--- src/rtl/apb_cmd_master.sv ---
// APB3 initiator: converts a command stream into single APB transfers with one response per command.
// Handles wait states, slave errors and an optional ACCESS-phase timeout.
module apb_cmd_master #(
  parameter int unsigned ADDR_W  = 40,
  parameter int unsigned TIMEOUT = 255,
  parameter int unsigned TO_W    = 8
) (
  input  logic              clk,
  input  logic              reset_n,
  input  logic              cmd_valid,
  output logic              cmd_ready,
  input  logic              cmd_write,
  input  logic [ADDR_W-1:0] cmd_addr,
  input  logic [31:0]       cmd_wdata,
  output logic              rsp_valid,
  input  logic              rsp_ready,
  output logic [31:0]       rsp_rdata,
  output logic              rsp_err,
  output logic              rsp_timeout,
  output logic              psel,
  output logic              penable,
  output logic [ADDR_W-1:0] paddr,
  output logic              pwrite,
  output logic [31:0]       pwdata,
  input  logic [31:0]       prdata,
  input  logic              pready,
  input  logic              pslverr,
  output logic              busy
);

  typedef enum logic [1:0] {
    S_IDLE,
    S_SETUP,
    S_ACCESS,
    S_RESP
  } state_t;

  localparam bit              TO_EN   = (TIMEOUT != 0);
  localparam logic [TO_W-1:0] TO_LAST = TO_EN ? TO_W'(TIMEOUT - 1) : '0;

  state_t            state, state_n;
  logic [TO_W-1:0]   cnt, cnt_n;
  logic [ADDR_W-1:0] paddr_n;
  logic              pwrite_n, psel_n, penable_n;
  logic [31:0]       pwdata_n, rsp_rdata_n;
  logic              rsp_valid_n, rsp_err_n, rsp_timeout_n, busy_n;

  // Byte-lane bits of the command address never reach the bus.
  logic unused_addr_lsb;
  assign unused_addr_lsb = ^cmd_addr[1:0];

  assign cmd_ready = (state == S_IDLE) && reset_n;

  always_comb begin
    state_n       = state;
    cnt_n         = cnt;
    paddr_n       = paddr;
    pwrite_n      = pwrite;
    pwdata_n      = pwdata;
    psel_n        = psel;
    penable_n     = penable;
    rsp_valid_n   = rsp_valid;
    rsp_rdata_n   = rsp_rdata;
    rsp_err_n     = rsp_err;
    rsp_timeout_n = rsp_timeout;

    unique case (state)
      S_IDLE: begin
        if (cmd_valid) begin
          paddr_n   = {cmd_addr[ADDR_W-1:2], 2'b00};
          pwrite_n  = cmd_write;
          pwdata_n  = cmd_write ? cmd_wdata : '0;
          psel_n    = 1'b1;
          penable_n = 1'b0;
          state_n   = S_SETUP;
        end
      end
      S_SETUP: begin
        penable_n = 1'b1;
        cnt_n     = '0;
        state_n   = S_ACCESS;
      end
      S_ACCESS: begin
        // Completion is checked first so a pready on the limit cycle wins over the abort.
        if (pready) begin
          psel_n        = 1'b0;
          penable_n     = 1'b0;
          rsp_valid_n   = 1'b1;
          rsp_err_n     = pslverr;
          rsp_timeout_n = 1'b0;
          rsp_rdata_n   = pwrite ? '0 : prdata;
          state_n       = S_RESP;
        end else if (TO_EN && (cnt == TO_LAST)) begin
          psel_n        = 1'b0;
          penable_n     = 1'b0;
          rsp_valid_n   = 1'b1;
          rsp_err_n     = 1'b1;
          rsp_timeout_n = 1'b1;
          rsp_rdata_n   = '0;
          state_n       = S_RESP;
        end else if (cnt != '1) begin
          cnt_n = cnt + 1'b1;
        end
      end
      S_RESP: begin
        if (rsp_ready) begin
          rsp_valid_n = 1'b0;
          state_n     = S_IDLE;
        end
      end
      default: state_n = S_IDLE;
    endcase

    busy_n = (state_n != S_IDLE);
  end

  always_ff @(posedge clk or negedge reset_n) begin
    if (!reset_n) begin
      state       <= S_IDLE;
      cnt         <= '0;
      paddr       <= '0;
      pwrite      <= 1'b0;
      pwdata      <= '0;
      psel        <= 1'b0;
      penable     <= 1'b0;
      rsp_valid   <= 1'b0;
      rsp_rdata   <= '0;
      rsp_err     <= 1'b0;
      rsp_timeout <= 1'b0;
      busy        <= 1'b0;
    end else begin
      state       <= state_n;
      cnt         <= cnt_n;
      paddr       <= paddr_n;
      pwrite      <= pwrite_n;
      pwdata      <= pwdata_n;
      psel        <= psel_n;
      penable     <= penable_n;
      rsp_valid   <= rsp_valid_n;
      rsp_rdata   <= rsp_rdata_n;
      rsp_err     <= rsp_err_n;
      rsp_timeout <= rsp_timeout_n;
      busy        <= busy_n;
    end
  end

endmodule

--- config.mk ---
export PLATFORM = sky130hd
export DESIGN_NAME = apb_cmd_master
export DESIGN_NICKNAME = d
export VERILOG_FILES = /design/src/rtl/apb_cmd_master.sv
export SDC_FILE = /design/constraint.sdc
export NUM_CORES = 1
export LEC_CHECK = 0
export ABC_CLOCK_PERIOD_IN_PS = 2800
export CAP_MARGIN = 25
export CORE_UTILIZATION = 47
export CTS_BUF_LIST = sky130_fd_sc_hd__clkbuf_4
export CTS_CLUSTER_SIZE = 28
export DETAILED_ROUTE_END_ITERATION = 6
export PLACE_DENSITY_LB_ADDON = 0.2
export REMOVE_ABC_BUFFERS = 1
export SETUP_SLACK_MARGIN = 0.02
export SLEW_MARGIN = 20
export SYNTH_ARGS = -nofsm -noshare
export SYNTH_HDL_FRONTEND = slang
export SYNTH_SLANG_ARGS = --single-unit
--- constraint.sdc ---
create_clock -name clk -period 2.8 [get_ports clk]
set_clock_uncertainty 0.1 [all_clocks]
set_input_delay 0.56 -clock clk [delete_from_list [all_inputs] [get_ports clk]]
set_output_delay 0.56 -clock clk [all_outputs]
set_load 0.01 [all_outputs]
==> results of run 1 <==
## power groups by stage
stage / Clock, mW / Combinational [mW] / Sequential, mW
3_3_place_gp: 0 / 3.75 / 3.03
6_report: 1.05 / 3.82 / 3.07
4_1_cts: 1.09 / 3.86 / 3.07
2_1_floorplan: 0 / 1.38 / 3.39
5_1_grt: 1.18 / 4.11 / 3.18
3_5_place_dp: 0 / 3.85 / 3.09
## stage by stage
step                      worst slack, ns  cells  utilization, %  instance area (µm²)
after floorplan                     0.493    387               -                 4890
after global placement              0.509    750            70.2                 7340
after detailed placement            0.479    750            70.2                 7340
after CTS                           0.136    782            72.4                 7580
after global routing               0.0649    783            72.4                 7580
final                               0.196    783            72.4                 7580
## kinds of logic (layout without fill, tap and decap cells)
family,after synthesis,count (layout)
other,1,3
buffers and inverters,35,263
AOI/OAI and AO/OA,84,84
muxes,42,42
adders and majority gates,2,2
xor gates and xnor gates,1,1
DFF,119,119
and+or+nand+nor,133,133
## metal layers
metal	vias up	track usage [%]	routed length (µm)
met2	138	41.1	6720
li1	1901	-	-
met1	1950	26.8	4980
met4	0	15.0	507
met5	-	0	0
met3	36	6.68	809
## registers in the layout (all words and copies together) (netlist names)
signal / cells
paddr: 38
pwdata: 32
rsp_rdata: 32
cnt: 8
state: 2
busy: 1
penable: 1
psel: 1
pwrite: 1
rsp_err: 1
rsp_timeout: 1
rsp_valid: 1
## layout make-up
type / instances / area [µm²]
flip-flops and latches: 119 / 2980
fillers: 771 / 2880
repair buffers: 227 / 2270
multi-input cells: 264 / 1910
well taps: 136 / 170
clock buffers: 20 / 150
clock inverters: 12 / 86.3
inverters: 4 / 15.0
diodes: 1 / 2.50
## worst min-delay path by stage
stage,endpoint,depth (start not counted)
4_1_cts,rsp_rdata[27],2
5_1_grt,rsp_rdata[10],2
2_1_floorplan,busy,0
3_3_place_gp,pwdata[11],2
6_report,rsp_rdata[27],2
3_5_place_dp,pwdata[11],2
## worst max-delay path, cell delays in order (launching register included)
cell and delay [ns]:
dfrtp_1 0.53, nor2_4 0.21, and2_1 0.14, clkdlybuf4s50_1 0.55
## cells in the final DEF, fill, tap and decap left out, types with 2 or more instances in the layout
cell,n
clkdlybuf4s50_1,217
dfrtp_1,119
nand2_1,73
o21ai_0,35
and2_1,32
mux2_2,24
a221o_2,22
clkbuf_4,20
mux2_4,15
a221o_1,10
buf_4,8
nor2_1,6
clkinv_2,6
inv_1,4
nand3_1,4
mux2i_1,3
a21oi_1,3
clkinv_1,3
nor3_1,2
a31oi_1,2
ha_1,2
conb_1,2
clkinvlp_4,2
buf_12,2
==> run summary, run 1 <==
The worst setup path is launched from a flip-flop. Hold is met by 0.0733 ns. In the final layout, the share of cells above drive strength 1 is 17.3%. The tools report the worst setup path startpoint as state[1]. The class of the tightest hold or removal check was input port to asynchronous set/reset pin.

The minimum clock period is 2.60 ns, and the switching share of power is 33.2%. After synthesis, the cell types taking the most area are dfrtp_1 58%, nand2_1 5.3%, mux2_2 5.3%, a221o_2 4.8%, mux2_4 4.4%. Setup repair after global routing left no endpoint under its margin. At the later pin of the worst-skew pair, clock insertion delay measures 0.51 ns. Of the total power, the clock network draws 13.2%.

The share of the Yosys chip area taken by registers is 58.1%. Per report_power, the sequential group accounts for 38.7% of the total. The net switching power was 2.64 mW; the number of gates resized after CTS was 0. For this run, the total global-route usage over all layers was measured as 24.2%. For the part of the power in combinational logic, the log shows 48.1%.

The worst setup path is of the flip-flop to output pin kind. The worst-margin pin slew works out to 0.769 ns. By instance count, the leading cell after synthesis is dfrtp_1. The run gives 0.609 mV as the largest voltage drop on the vdd net. Of all flip-flops after synthesis, the portion carrying an async set or reset was 100%. Of the total synthesized cell area, the portion taken by AND, OR, NAND and NOR gates is 13.2%. The count of buffers inserted at the top-level ports works out to 218. The run gives 0.384 GHz as the fmax.

The count of nets left with antenna violations once routing finished came out at 0. After clock tree synthesis, the clock-pin slew on the worst setup and hold paths is 0.10 ns. The number of placement rows is 37. The run gives 0.0105 mm² as the core footprint.

The power density over cell area was 1050 mW/mm². Critical-path maximum fanout: 10. The logs give 119 for the number of clock sinks seen by CTS and 5.31 mW for the internal power consumption. The number of buffers added to fix hold violations after cts came out at 0. The number of max-slew violations in the final report is 0, and the worst-case headroom to the max-slew limit is 48.8%.

The die outline width was 106 µm. After synthesis, the largest area contributor takes up 58.1% of total cell area. The average detailed-routed wire length per instance is 16.6 µm. After Yosys synthesis, full adders, half adders and majority gates account for 0.488% of the synthesized area. The number of max-cap violations is 0, and the final-report hold violation count is 0. Across all layers, the routed design uses 4025 vias. The flow ran to the end, and the final reports show no timing, DRC or antenna violations. At the end of routability-driven placement, the weighted congestion stood at 0.793. The most frequently used flop master after synthesis was dfrtp_1. The maximum clock path buffer count is 2, and the signal arrival time at the worst endpoint is 1.94 ns. Dividing the detail-routed via count by the number of cells gives 5.14. The final critical path takes up 93.0% of the cycle. A synthesized cell averages 12.3 µm². After the first detailed-routing iteration, the DRC count stood at 161. The startpoint identified for the worst register-to-register timing path is cnt[0]. Setup violations remaining at the end of the flow were counted as 0.

Reg-to-reg critical path endpoint: rsp_err. The cell area after synthesis came out at 0.00513 mm². Worst endpoint required time: 2.14 ns. STA classifies the critical path endpoint as an output pin. The run gives 9400 µm as the placed wire-length estimate. The net count of the finished layout is 746. After detailed routing, the number of remaining DRC violations is 0. After routing, the total negative slack on setup checks comes to 0 ns. By area, the combinational part of the netlist is dominated by simple AND/OR/NAND/NOR gates.

Clock tree synthesis selected as its root buffer the cell clkbuf_4. The largest net degree at the start of global routing is 63. The initial utilization of the core area, before any placement, comes to 49.0%. After synthesis the netlist holds a flip-flop and latch count of 119. During synthesis, Yosys emitted a total of 0 warnings. The run gives 417 as the instance count of the mapped netlist. The synthesized netlist devotes 12.9% of its cell area to compound gates. The run gives 17 as the number of buffers added by the clock tree synthesis step. In this run the register-to-register setup slack is 0.81 ns.

TritonCTS built the clock tree. The die span in y was 106 µm. Multiplexer cells account for 10.3% of the synthesized area. The clock tree synthesis step divided the H-tree into 4 levels. The number of buffers added for setup after CTS is 0.

The last element of the critical path is cmd_ready. The global-route wire length before repair came out at 20900 µm. The first-pass iteration count of the detailed router was 4; the synthesis-to-layout area growth was 47.9%. Wires add up to 13000 µm. The floorplan step defined a die boundary enclosing 0.0113 mm². The post-route total power was 7.94 mW. The synthesized netlist contains 51 unique library cells.

For the worst flop-to-flop path, the logic depth is 7. The count of flip-flops with a built-in enable after synthesis is 0. The largest total area in the synthesized netlist belongs to dfrtp_1. Pin placement for this block handled 223 I/O pins. Number of antenna violations at the first check in global routing: 1. In the synthesized netlist, the cells that appear most often are 119 x dfrtp_1, 73 x nand2_1, 35 x o21ai_0. The total overflow left after global routing is 0. The tools report the number of global-route vias before repair as 4274. The xor and xnor fraction of the mapped netlist area was 0.171%; the standby leakage power was 3.29 nW.
Power figures use the tool's default switching activity.
==> inputs of run 2 (changes only) <==
CORE_MARGIN = 4   (was default)
==> run 2 against run 1 <==
Critical path depth stayed put. Total power is 1.5% higher. Sequential power about the same. Via count grew 1.0%. Design area up 0.71%. Clock power up 7%. Non-clock buffer count rose by 4. Largest power group unchanged.
==> run summary, run 2 (same netlist as run 1, synthesis figures left out) <==
The longest clock path from root to sink contains 2 buffers. For the number of antenna violations at the first check in global routing, the log shows 0. In this run the worst setup path begins at state[1]. The startpoint-to-endpoint class of the critical path was flip-flop to output pin.

The number of flip-flops under the largest register name works out to 38. The commonest non-fill, non-tap cell in the layout was clkdlybuf4s50_1. The clock insertion delay at the later pin of the skew report was 0.52 ns.

Summed over all nets, the half-perimeter wirelength after detailed placement is 10200 µm. The sequential power share is 38.3%, and the final-report hold violation count is 0. The minimum clock period was 2.64 ns. The worst hold slack across all endpoints came out at 0.385 ns. The number of gates resized after CTS came out at 0. After floorplanning, the core was divided into 37 placement rows.

From bottom edge to top edge, the die measures 112 µm. In the routed layout, each cell is associated on average with a via count of 5.17. The analysis attributes to cell leakage a power of 3.33 nW.

The startpoint identified for the worst register-to-register timing path is cnt[0]. The setup TNS after final layout is 0 ns. The first detailed-routing pass ran for 4 iterations. The part of the power in combinational logic is 47.7%. The final wirelength is 13900 µm, and the final weighted congestion in routability-driven placement is 0.808. For the count of antenna-violating nets left after detailed routing, the log shows 0. The run finished with clean final reports. The logs give 0 for the number of buffers added for setup after CTS and 0 for the number of max-cap violations. Net switching is 33.3% of the power. The logs give 0.0105 mm² for the core footprint and 212 for the number of DRC markers in iteration 0. STA puts the critical path data required time at 2.14 ns.

The count of buffers inserted at the top-level ports came out at 218. For this block, the via count after detailed routing is 4067. The root buffer cell chosen for the clock tree is clkbuf_4.

CTS saw 119 sinks. In the final layout, the registers with the most flip-flops are paddr: 38 flops, pwdata: 32 flops, rsp_rdata: 32 flops. The DRC violation count after routing is 0, and the fmax is 0.379 GHz.

The analysis attributes to net switching a power of 2.68 mW. STA classifies the critical path endpoint as an output pin. Diode insertion count for antenna repair: 0. After global routing the overflow that remains totals 0.

The run gives 22.9% as the overall routing resource usage. Of the cells placed in the final design, the portion with a size suffix greater than 1 is 17.4%. After clock tree synthesis, the flow added hold-fix buffers numbering 2. The path class of the tightest hold or removal check is flip-flop to flip-flop. The internal power consumption was 5.38 mW; the largest voltage drop on the vdd net was 0.575 mV. In this run the number of H-tree levels came out at 4.

After layout, the worst path uses 94.3% of the clock period. For the number of global-route vias before repair, the log shows 4403. The signal arrival time at the worst endpoint is 1.98 ns, and the number of primary I/O pins is 223.

The starting density of the core is 49.0%, and the average detailed-routed wire length per instance is 17.7 µm. The register with the most flip-flops in the final layout is paddr. Setup repair after global routing left no endpoint under its margin. For the pin with the worst max-slew slack, the measured transition is 0.828 ns. Of all nets on the critical path, the largest fanout is 10. Dividing total power by cell area gives a power density of 1060 mW/mm². Headroom to the max-slew limit came out at 44.8%. In this run the most critical hold path is launched from pwdata[27]. Entering global routing, the biggest net connects 67 pins. The die outline width came out at 112 µm. The net total in the final layout is 750. The final-report setup violation count was 0; the synthesis-to-layout area growth was 48.9%. After clock tree synthesis, the clock-pin slew on the worst setup and hold paths is 0.10 ns.

The tools report the number of max-slew violations in the final report as 0. After layout, the design draws a total of 8.06 mW. The library cells used most frequently in the layout, excluding fill and tap cells, are 217 x clkdlybuf4s50_1, 119 x dfrtp_1, 73 x nand2_1. The worst setup path is launched from a flip-flop.

In this run, CTS created clock tree buffers numbering 17. The die covers 0.0126 mm². TritonCTS built the clock tree. In this run, the clock network consumes 13.9% of the power. The first global-routing pass estimated 22700 µm of wire.
## run 2: changes by cell type in the layout (fill, tap and decap cells not counted), sizes merged
cell         change
clkinvlp         -2
dlygate4sd3      +2
bufinv           +1
clkbuf           -2
diode            -1
clkinv           +3
buf              +2
## run 2: per-stage QoR
step | area (µm²) | util [%] | setup slack [ns] | instances
after floorplan | 4890 | - | 0.493 | 387
after global placement | 7350 | 70.2 | 0.519 | 751
after detailed placement | 7350 | 70.2 | 0.461 | 751
after CTS | 7620 | 72.8 | 0.111 | 785
after global routing | 7630 | 73.0 | 0.0468 | 786
final | 7630 | 73.0 | 0.159 | 786
## run 2: power groups by stage
stage / Clock, mW / Combinational, mW / Sequential [mW]
detailed placement: 0 / 3.88 / 3.11
global placement: 0 / 3.79 / 3.04
finish: 1.12 / 3.85 / 3.09
global route: 1.25 / 4.13 / 3.22
floorplan: 0 / 1.38 / 3.39
CTS: 1.16 / 3.91 / 3.09
## run 2: metal layers
layer	GRT usage [%]	wire length (µm)	vias to the layer above	part of all wire, %
met3	8.57	929	29	6.7
met4	9.38	437	0	3.1
met5	0	0	-	0
met1	25.4	5280	1988	38
li1	-	-	1901	-
met2	39.7	7290	149	52
## run 2: area by class of cell
| cell class | count | area, µm² |
|---|---|---|
| sequential | 119 | 2980 |
| fill | 762 | 2830 |
| timing repair buffer | 231 | 2310 |
| multi-input combinational | 264 | 1910 |
| tap | 136 | 170 |
| clock buffer | 18 | 135 |
| clock inverter | 14 | 115 |
| inverter | 4 | 15.0 |
## run 2: worst paths after layout
kind | end | slack, ns | depth (start not counted)
min in group asynchronous | cnt[6] | 0.53 | 3
setup / recovery | cmd_ready | 0.16 | 3
hold / removal | pwdata[27] | 0.39 | 2
hold reg to reg | pwdata[27] | 0.39 | 2
max in group asynchronous | rsp_rdata[14] | 1.26 | 4
setup reg to reg | rsp_err | 0.77 | 7
## run 2: critical path, stage by stage, from the launching register on
cell,delay [ns]
dfrtp_1,0.54
nor2_4,0.23
and2_1,0.15
clkdlybuf4s50_1,0.54
